File: src/rtl/canvas_pkg.sv
// Shared constants and state encoding for the 28x28 drawing canvas.
// The canvas writer and reader both import this so geometry stays in one place.
package canvas_pkg;

    localparam int GRID_SIZE  = 28;
    localparam int NUM_PIXELS = GRID_SIZE * GRID_SIZE;
    localparam int ADDR_W     = 10;
    localparam int COORD_W    = 5;
    localparam int COUNT_W    = 10;

    localparam logic [7:0] PIXEL_ON  = 8'd255;
    localparam logic [7:0] PIXEL_OFF = 8'd0;

    localparam logic [ADDR_W-1:0]  LAST_ADDR  = ADDR_W'(NUM_PIXELS - 1);
    localparam logic [COORD_W-1:0] COORD_MAX  = COORD_W'(GRID_SIZE - 1);
    // Empty bounding box: min at the top of the coordinate range, max at zero,
    // so the first set cell always overwrites both.
    localparam logic [COORD_W-1:0] BBOX_MIN_INIT = '1;
    localparam logic [COORD_W-1:0] BBOX_MAX_INIT = '0;

    typedef enum logic [1:0] {
        ST_IDLE  = 2'd0,
        ST_SCAN  = 2'd1,
        ST_DRAIN = 2'd2
    } state_t;

endpackage

File: src/rtl/pixel_skid_fifo.sv
// Two-entry FIFO of {pixel, last, x, y}. The head entry is a register that
// drives the output port directly, so the output never changes while it waits
// for the consumer. The occupancy count feeds the reader's read-issue credit.
module pixel_skid_fifo
    import canvas_pkg::*;
(
    input  logic               clk,
    input  logic               srst,
    input  logic               push,
    input  logic               in_pixel,
    input  logic [COORD_W-1:0] in_x,
    input  logic [COORD_W-1:0] in_y,
    input  logic               in_last,
    input  logic               pop,
    output logic               head_valid,
    output logic               head_pixel,
    output logic [COORD_W-1:0] head_x,
    output logic [COORD_W-1:0] head_y,
    output logic               head_last,
    output logic [1:0]         count
);

    localparam int ENTRY_W = 2 + 2 * COORD_W;

    logic [ENTRY_W-1:0] head_reg;
    logic [ENTRY_W-1:0] tail_reg;
    logic [ENTRY_W-1:0] in_entry;
    logic [1:0]         count_reg;
    logic               pop_eff;

    assign in_entry = {in_pixel, in_last, in_x, in_y};
    // A pop on an empty FIFO is meaningless; ignore it rather than underflow.
    assign pop_eff  = pop && (count_reg != 2'd0);

    // Head/tail shifting: new data goes to the head when it is (or becomes) free.
    always_ff @(posedge clk) begin
        if (srst) begin
            head_reg  <= '0;
            tail_reg  <= '0;
            count_reg <= 2'd0;
        end else begin
            case ({push, pop_eff})
                2'b10: begin
                    if (count_reg == 2'd0) begin
                        head_reg <= in_entry;
                    end else begin
                        tail_reg <= in_entry;
                    end
                    count_reg <= count_reg + 2'd1;
                end
                2'b01: begin
                    head_reg  <= tail_reg;
                    count_reg <= count_reg - 2'd1;
                end
                2'b11: begin
                    if (count_reg == 2'd1) begin
                        head_reg <= in_entry;
                    end else begin
                        head_reg <= tail_reg;
                        tail_reg <= in_entry;
                    end
                end
                default: begin
                end
            endcase
        end
    end

    assign head_valid = (count_reg != 2'd0);
    assign head_pixel = head_reg[ENTRY_W-1];
    assign head_last  = head_reg[ENTRY_W-2];
    assign head_x     = head_reg[2*COORD_W-1:COORD_W];
    assign head_y     = head_reg[COORD_W-1:0];
    assign count      = count_reg;

endmodule

File: src/rtl/canvas_reader.sv
// Scans the 1-bit canvas memory row-major and streams each cell to the
// inference stage as an 8-bit pixel, tracking set-cell count and bounding box.
// Reads are only issued when a FIFO slot is guaranteed for the returning data,
// so backpressure never loses a pixel.
module canvas_reader
    import canvas_pkg::*;
(
    input  logic               CLOCK_50,
    input  logic               reset,
    input  logic               start,
    output logic               busy,
    output logic               rd_en,
    output logic [ADDR_W-1:0]  rd_addr,
    input  logic               rd_data,
    output logic               out_valid,
    input  logic               out_ready,
    output logic [7:0]         out_pixel,
    output logic [COORD_W-1:0] out_x,
    output logic [COORD_W-1:0] out_y,
    output logic               out_last,
    output logic               done,
    output logic [COUNT_W-1:0] set_count,
    output logic [COORD_W-1:0] bbox_xmin,
    output logic [COORD_W-1:0] bbox_xmax,
    output logic [COORD_W-1:0] bbox_ymin,
    output logic [COORD_W-1:0] bbox_ymax,
    output logic               bbox_empty
);

    state_t              state_reg;
    logic                busy_reg;
    logic                done_reg;
    logic [ADDR_W-1:0]   addr_reg;
    logic [COORD_W-1:0]  x_reg;
    logic [COORD_W-1:0]  y_reg;

    // Read in flight: its data is on rd_data this cycle and lands in the FIFO
    // at the next edge, carrying the coordinates it was issued with.
    logic                pend_valid_reg;
    logic [COORD_W-1:0]  pend_x_reg;
    logic [COORD_W-1:0]  pend_y_reg;
    logic                pend_last_reg;

    logic [COUNT_W-1:0]  set_count_reg;
    logic [COORD_W-1:0]  xmin_reg;
    logic [COORD_W-1:0]  xmax_reg;
    logic [COORD_W-1:0]  ymin_reg;
    logic [COORD_W-1:0]  ymax_reg;

    logic                head_valid;
    logic                head_pixel;
    logic [COORD_W-1:0]  head_x;
    logic [COORD_W-1:0]  head_y;
    logic                head_last;
    logic [1:0]          fifo_count;

    logic                handshake;
    logic [2:0]          committed;
    logic                issue;

    assign handshake = head_valid && out_ready;

    // Slots spoken for after this cycle's pop, plus the read still in flight.
    // Counting the same-cycle pop lets the pipeline sustain one pixel per cycle
    // with only two FIFO entries.
    assign committed = {1'b0, fifo_count} + {2'b00, pend_valid_reg} - {2'b00, handshake};
    assign issue     = (state_reg == ST_SCAN) && (committed < 3'd2);

    pixel_skid_fifo u_fifo (
        .clk        (CLOCK_50),
        .srst       (reset),
        .push       (pend_valid_reg),
        .in_pixel   (rd_data),
        .in_x       (pend_x_reg),
        .in_y       (pend_y_reg),
        .in_last    (pend_last_reg),
        .pop        (handshake),
        .head_valid (head_valid),
        .head_pixel (head_pixel),
        .head_x     (head_x),
        .head_y     (head_y),
        .head_last  (head_last),
        .count      (fifo_count)
    );

    // Scan FSM, incremental address/coordinate generation and running stats.
    always_ff @(posedge CLOCK_50) begin
        if (reset) begin
            state_reg      <= ST_IDLE;
            busy_reg       <= 1'b0;
            done_reg       <= 1'b0;
            addr_reg       <= '0;
            x_reg          <= '0;
            y_reg          <= '0;
            pend_valid_reg <= 1'b0;
            pend_x_reg     <= '0;
            pend_y_reg     <= '0;
            pend_last_reg  <= 1'b0;
            set_count_reg  <= '0;
            xmin_reg       <= BBOX_MIN_INIT;
            xmax_reg       <= BBOX_MAX_INIT;
            ymin_reg       <= BBOX_MIN_INIT;
            ymax_reg       <= BBOX_MAX_INIT;
        end else begin
            done_reg       <= 1'b0;
            pend_valid_reg <= issue;
            pend_x_reg     <= x_reg;
            pend_y_reg     <= y_reg;
            pend_last_reg  <= (addr_reg == LAST_ADDR);

            if (handshake && head_pixel) begin
                set_count_reg <= set_count_reg + COUNT_W'(1);
                if (head_x < xmin_reg) xmin_reg <= head_x;
                if (head_x > xmax_reg) xmax_reg <= head_x;
                if (head_y < ymin_reg) ymin_reg <= head_y;
                if (head_y > ymax_reg) ymax_reg <= head_y;
            end

            case (state_reg)
                ST_IDLE: begin
                    busy_reg <= 1'b0;
                    if (start) begin
                        state_reg     <= ST_SCAN;
                        busy_reg      <= 1'b1;
                        addr_reg      <= '0;
                        x_reg         <= '0;
                        y_reg         <= '0;
                        set_count_reg <= '0;
                        xmin_reg      <= BBOX_MIN_INIT;
                        xmax_reg      <= BBOX_MAX_INIT;
                        ymin_reg      <= BBOX_MIN_INIT;
                        ymax_reg      <= BBOX_MAX_INIT;
                    end
                end
                ST_SCAN: begin
                    if (issue) begin
                        addr_reg <= addr_reg + ADDR_W'(1);
                        if (x_reg == COORD_MAX) begin
                            x_reg <= '0;
                            y_reg <= y_reg + COORD_W'(1);
                        end else begin
                            x_reg <= x_reg + COORD_W'(1);
                        end
                        if (addr_reg == LAST_ADDR) begin
                            state_reg <= ST_DRAIN;
                        end
                    end
                end
                ST_DRAIN: begin
                    // busy stays high through the done cycle; IDLE drops it.
                    if (handshake && head_last) begin
                        state_reg <= ST_IDLE;
                        done_reg  <= 1'b1;
                    end
                end
                default: begin
                    state_reg <= ST_IDLE;
                end
            endcase
        end
    end

    assign busy       = busy_reg;
    assign done       = done_reg;
    assign rd_en      = issue;
    assign rd_addr    = addr_reg;
    assign out_valid  = head_valid;
    assign out_pixel  = head_pixel ? PIXEL_ON : PIXEL_OFF;
    assign out_x      = head_x;
    assign out_y      = head_y;
    assign out_last   = head_last;
    assign set_count  = set_count_reg;
    assign bbox_xmin  = xmin_reg;
    assign bbox_xmax  = xmax_reg;
    assign bbox_ymin  = ymin_reg;
    assign bbox_ymax  = ymax_reg;
    assign bbox_empty = (set_count_reg == '0);

endmodule

File: config.mk
export PLATFORM = sky130hd
export DESIGN_NAME = canvas_reader
export DESIGN_NICKNAME = d
export VERILOG_FILES = /design/src/rtl/canvas_pkg.sv /design/src/rtl/pixel_skid_fifo.sv /design/src/rtl/canvas_reader.sv
export SDC_FILE = /design/constraint.sdc
export NUM_CORES = 1
export LEC_CHECK = 0
export ABC_AREA = 1
export CORE_UTILIZATION = 35
export DETAILED_ROUTE_END_ITERATION = 6
export PLACE_DENSITY = 0.68
export SYNTH_ARGS = -nofsm -noshare
export SYNTH_HDL_FRONTEND = slang
export SYNTH_SLANG_ARGS = --single-unit
File: constraint.sdc
create_clock -name CLOCK_50 -period 2.8 [get_ports CLOCK_50]
set_input_delay 0.42 -clock CLOCK_50 [delete_from_list [all_inputs] [get_ports CLOCK_50]]
set_output_delay 0.42 -clock CLOCK_50 [all_outputs]
set_load 0.05 [all_outputs]
Word level (Yosys, flattened, before mapping):

Cells that the tools add are included.

* logic and storage cells: 111
* output and inout port bits: 64
* flip-flop bits (word level): 92
* input bits: 5

* muxes and demuxes: 44
* bitwise operators: 1
* eq/ne operators: 16
* add/sub/neg operators: 8
* order comparisons: 5
* reduce and logical (&&, ||, !) cells: 19

Operators by type and width (count)
* 2-to-1 mux 5 bit: 21
* 2-to-1 mux 10 bit: 5
* 2-to-1 mux 12 bit: 4
* case mux 12 bit (3 select lines): 1
* case mux 12 bit (2 select lines): 1
* adder 10 x 1 -> 10 bit, second input constant: 2
* case mux 10 bit (2 select lines): 1
* case mux 5 bit (2 select lines): 2
* adder 5 x 1 -> 5 bit, second input constant: 2
* == test 10 bit, second input constant: 1
* > comparator 5 bit: 2
* zero test 10 bit: 1
* less-than comparator 5 bit: 2
* inequality test 2 bit, second input constant: 5
* 2-to-1 mux 2 bit: 4
* 2-to-1 mux 8 bit: 1
* AND reduction 4 bit: 2
* nonzero test 2 bit: 4
* == test 2 x 1 -> 1 bit, second input constant: 3
* == test 2 bit, second input constant: 3
* inequality test 2 x 1 -> 1 bit, second input constant: 3
* case mux 2 bit (3 select lines): 1
* AND reduction 3 bit: 2
* == test 5 bit, second input constant: 1
* 13 further kinds: 19

Longest topological paths before layout:

* word-level depth: 7
* depth in mapped cells: 17
* mapped depth without buffers: 17

By module:

Synthesis repeated with hierarchy kept, for this count alone.

* cells, all modules: 701
* area, all modules: 5001.0 um^2

By module, submodules not included
* canvas_reader: cells each 494, area each 3510.9 um^2, sequential area each 1321.3 um^2, instances 1
* pixel_skid_fifo: cells each 207, area each 1490.2 um^2, sequential area each 520.5 um^2, instances 1

Least setup slack after synthesis:

Ideal clock, no wire load.

* path type: flip-flop to output port
* from: register set_count_reg[0] (netlist: set_count[0])
* to: output port bbox_empty
* path buffers: 0
* required time: 2.380 ns
* cell stages (with the launch flop): 5
* slack: 0.007 ns
* arrival time: 2.373 ns
* path through: dfxtp_1 inv_1 ha_1 nand3b_1 nor4_1

* word-level cells in the longest chain between the ends: 1

RTL lines
* start, declared: line canvas_reader.sv:44 `logic [COUNT_W-1:0] set_count_reg;`
* start signal, assigned: line canvas_reader.sv:112 `set_count_reg <= set_count_reg + COUNT_W'(1);`
* zero test 10 bit: line canvas_reader.sv:177 `assign bbox_empty = (set_count_reg == '0);`
* end, declared: line canvas_reader.sv:27 `output logic bbox_empty`

No other way between the ends.

Final worst setup path:

* from: register u_fifo.count_reg[1] (netlist: u_fifo.count[1])
* to: output port rd_en

* word-level cells in the longest chain between the ends: 5
* elaborated cells on any way between the ends: 6
* classes of those cells: add/sub: 2; order compare: 1; reduce/logical: 3

RTL lines
* start, declared: line pixel_skid_fifo.sv:28 `logic [1:0] count_reg;`
* start signal, assigned: line pixel_skid_fifo.sv:49 `count_reg <= count_reg + 2'd1;`
* start signal, assigned: line pixel_skid_fifo.sv:53 `count_reg <= count_reg - 2'd1;`
* branches (longest 2 deep; another with adder 2 x 1 -> 3 bit)
* subtractor 3 x 1 -> 3 bit (*): line canvas_reader.sv:66 `assign committed = {1'b0, fifo_count} + {2'b00, pend_valid_reg} - {2'b00, handshake};`
* less-than comparator 3 x 2 -> 1 bit (*): line canvas_reader.sv:67 `assign issue = (state_reg == ST_SCAN) && (committed < 3'd2);`
* logical AND 1 bit (*): line canvas_reader.sv:67
* end, declared: line canvas_reader.sv:12 `output logic rd_en,`

Mark *: on every way between the ends.

==> run_results.csv <==
group,metric,value,unit
final_layout,area_growth,24.2,%
final_layout,fill_cells,1298,
sta,rsz0062_at_grt,"no",
sta,post-route-period-util,0.949,
final_layout,fin_area,5820,sq um
pwr,switching_power,2.07,mW
global_route,busiest_layer,"met2",
place,pre_cts_ws,25.5,ps
global_route,antenna_found_initial,0,
sta,fin_worst_skew,5.00,ps
cts,htreeDepth,3,
drt,vias_per_cell,4.64,
critical_path,cp-start-kind,"flip-flop",
pwr,power_frac_seq,0.337,
logic_synthesis,yosysWarningCount,0,
final_layout,regArea,1850,sq um
drt,drtIter0Drc,296,
cts,post-cts-setup-buffers,0,
sta,fin_setup_tns,0,ps
global_route,grt_usage,0.152,
sta,setup_viol,0,
cts,insertion_delay,340,ps
global_route,grt_pass1_vias,3678,
pwr,p_sw_frac,0.417,
cts,cts_tree,"yes",
drt,drc,0,
drt,drtAntennaViolNets,0,
sta,post-route-min-period,2660,ps
drt,drt_wl_total,10.1,mm
logic_synthesis,synth_area,4690,sq um
status,status,"complete, no violations",
final_layout,drive_gt1_frac,0.0764,
global_route,met3_usage,0.0252,
pwr,leakage,2.50,nW
logic_synthesis,syn-num-nets,676,
place,dpl.hpwl,7.33,mm
logic_synthesis,yosysSeqAreaShare,0.393,
sta,setup_ws,143,ps
floorplan,core-area,12800,sq um
logic_synthesis,syn_area_per_cell,7.31,sq um
cts,cts.clk_slew.worst_paths,60,ps
global_route,grt_use_met2,0.242,
critical_path,rrSetupSlack,410,ps
pwr,share_comb_of_total_power,0.415,
pwr,p_per_area,852,nW/um^2
floorplan,fp.dieW,118,um
final_layout,multi_input_area,2230,sq um
critical_path,crit_required,2380,ps
logic_synthesis,ys_ff_latch,92,
global_route,grt_pass1_wl,17.4,mm
global_route,grt.overflow.total,0,
critical_path,worstPathArrival,2240,ps
pwr,pwr-share-clk,0.248,
job,max_cap_violations,0,
floorplan,die_y,118,um
place,gp_congestion,0.786,
pwr,ir_drop,0.368,mV
final_layout,mostFrequentLayoutCells,"inv_1 (119), nand2_1 (99), dfxtp_1 (90)",
logic_synthesis,synth_cell_type_count,37,
final_layout,mostFrequentLayoutCell,"inv_1",
drt,first_pass_iters,4,
floorplan,io_pins,69,
sta,fmax,376,MHz
floorplan,die_area,13900,sq um
place,io_buffers,68,
pwr,intPower,2.89,mW
final_layout,antenna_cells,0,
final_layout,layout.nets,737,
floorplan,num_rows,41,
cts,clockBufferDepth,2,
place,dpl_cell_area,5500,sq um
cts,numCtsBuffers,9,
sta,worst_pin_slew,521,ps
drt,wire_per_inst,11.5,um
logic_synthesis,synth_cells,642,
cts,cts-root-buf,"clkbuf_16",
global_route,grt_max_degree,32,
critical_path,endpoint_kind,"output pin",
drt,vias,4077,
critical_path,crit_type,"reg -> out",
global_route,grt_use_met1,0.201,
floorplan,start_util,0.366,
worst_hold_path,hold_class,"reg -> reg",
sta,drv_slew,0,
sta,slew_headroom,0.651,
cts,clock-sinks,92,
critical_path,worstPathMaxFanout,4,
sta,hold_viol_final,0,
-- cell usage after synthesis (all sizes together) --
| master | instances | area [sq um] |
|---|---|---|
| nand3 | 30 | 183 |
| o22ai | 12 | 75.1 |
| clkinv | 1 | 5.00 |
| o21bai | 12 | 90.1 |
| nand2 | 106 | 433 |
| nor2 | 66 | 265 |
| nand3b | 1 | 7.51 |
| nor3 | 6 | 35.0 |
| a21oi | 47 | 235 |
| fa | 1 | 20.0 |
| o21a | 2 | 15.0 |
| nand4 | 22 | 138 |
| o211ai | 1 | 7.51 |
| o21ai | 54 | 282 |
| clkbuf | 9 | 33.8 |
| buf | 18 | 135 |
| a21o | 2 | 15.0 |
| and3 | 1 | 6.26 |
| nor4 | 1 | 6.26 |
| dfxtp | 92 | 1840 |
| inv | 125 | 469 |
| xor2 | 4 | 35.0 |
| a211oi | 1 | 7.51 |
| ha | 28 | 350 |
-- critical path: stages (launching register included) --
cell     delay [ps]
dfxtp_2         360
inv_2            80
ha_4            170
nor2_4          120
inv_2            50
nor2_2           90
o21ai_1          80
fa_2            570
nand3_4         130
inv_4           110
buf_12          130
-- cell families after synthesis --
family | share of synthesized area
AND/OR/NAND/NOR | 0.229
buffers and inverters | 0.137
XOR/XNOR | 0.00747
flip-flops | 0.393
adder cells (fa/ha/maj) | 0.0790
AO/OA/AOI/OAI | 0.155
-- final cells by class --
cell class	instances	share of cell area
flip-flops and latches	92	0.317
well taps	172	0.0369
clock inverters	4	0.00838
clock buffers	11	0.0434
multi-input cells	397	0.382
inverters	126	0.0818
repair buffers	77	0.130
-- layer usage --
layer | vias to the layer above | routed length [um]
met5 | - | 0
met2 | 65 | 4530
met3 | 10 | 312
met4 | 0 | 199
met1 | 1826 | 5070
li1 | 2176 | -
-- what timing repair did --
action / 4_1_cts / 5_1_grt
endpoints found under the setup margin: 1 / 1
resized for setup: 7 / 6
endpoints found under the hold margin: 0 / 0
hold buffers: 0 / 0
-- metrics by stage --
step / hold WS [ps] / power [mW] / utilization / cells
after floorplan: 429 / 3.23 / - / 642
after global placement: 441 / 3.71 / 0.428 / 864
after detailed placement: 445 / 3.73 / 0.428 / 864
after CTS: 454 / 4.99 / 0.453 / 879
after global routing: 473 / 5.30 / 0.454 / 879
final: 453 / 4.96 / 0.454 / 879
-- worst paths after layout --
kind                                                       from                               to  depth (start not counted)
worst max-delay path               u_fifo.count[1]$_SDFFE_PP0P_                            rd_en                         10
worst min-delay path            u_fifo.tail_reg[5]$_SDFFE_PP0P_  u_fifo.tail_reg[5]$_SDFFE_PP0P_                          2
worst max register to register     u_fifo.count[1]$_SDFFE_PP0P_          rd_addr[3]$_SDFFE_PP0P_                         12
worst min register to register  u_fifo.tail_reg[5]$_SDFFE_PP0P_  u_fifo.tail_reg[5]$_SDFFE_PP0P_                          2
-- power by group through the flow --
| stage | registers (mW) | clock network, mW | logic [mW] |
|---|---|---|---|
| global route | 1.71 | 1.32 | 2.27 |
| floorplan | 1.99 | 0 | 1.23 |
| detailed placement | 1.70 | 0 | 2.03 |
| global placement | 1.70 | 0 | 2.01 |
| finish | 1.67 | 1.23 | 2.06 |
| CTS | 1.68 | 1.26 | 2.06 |
Note: power is estimated with default switching activity, not from simulation.
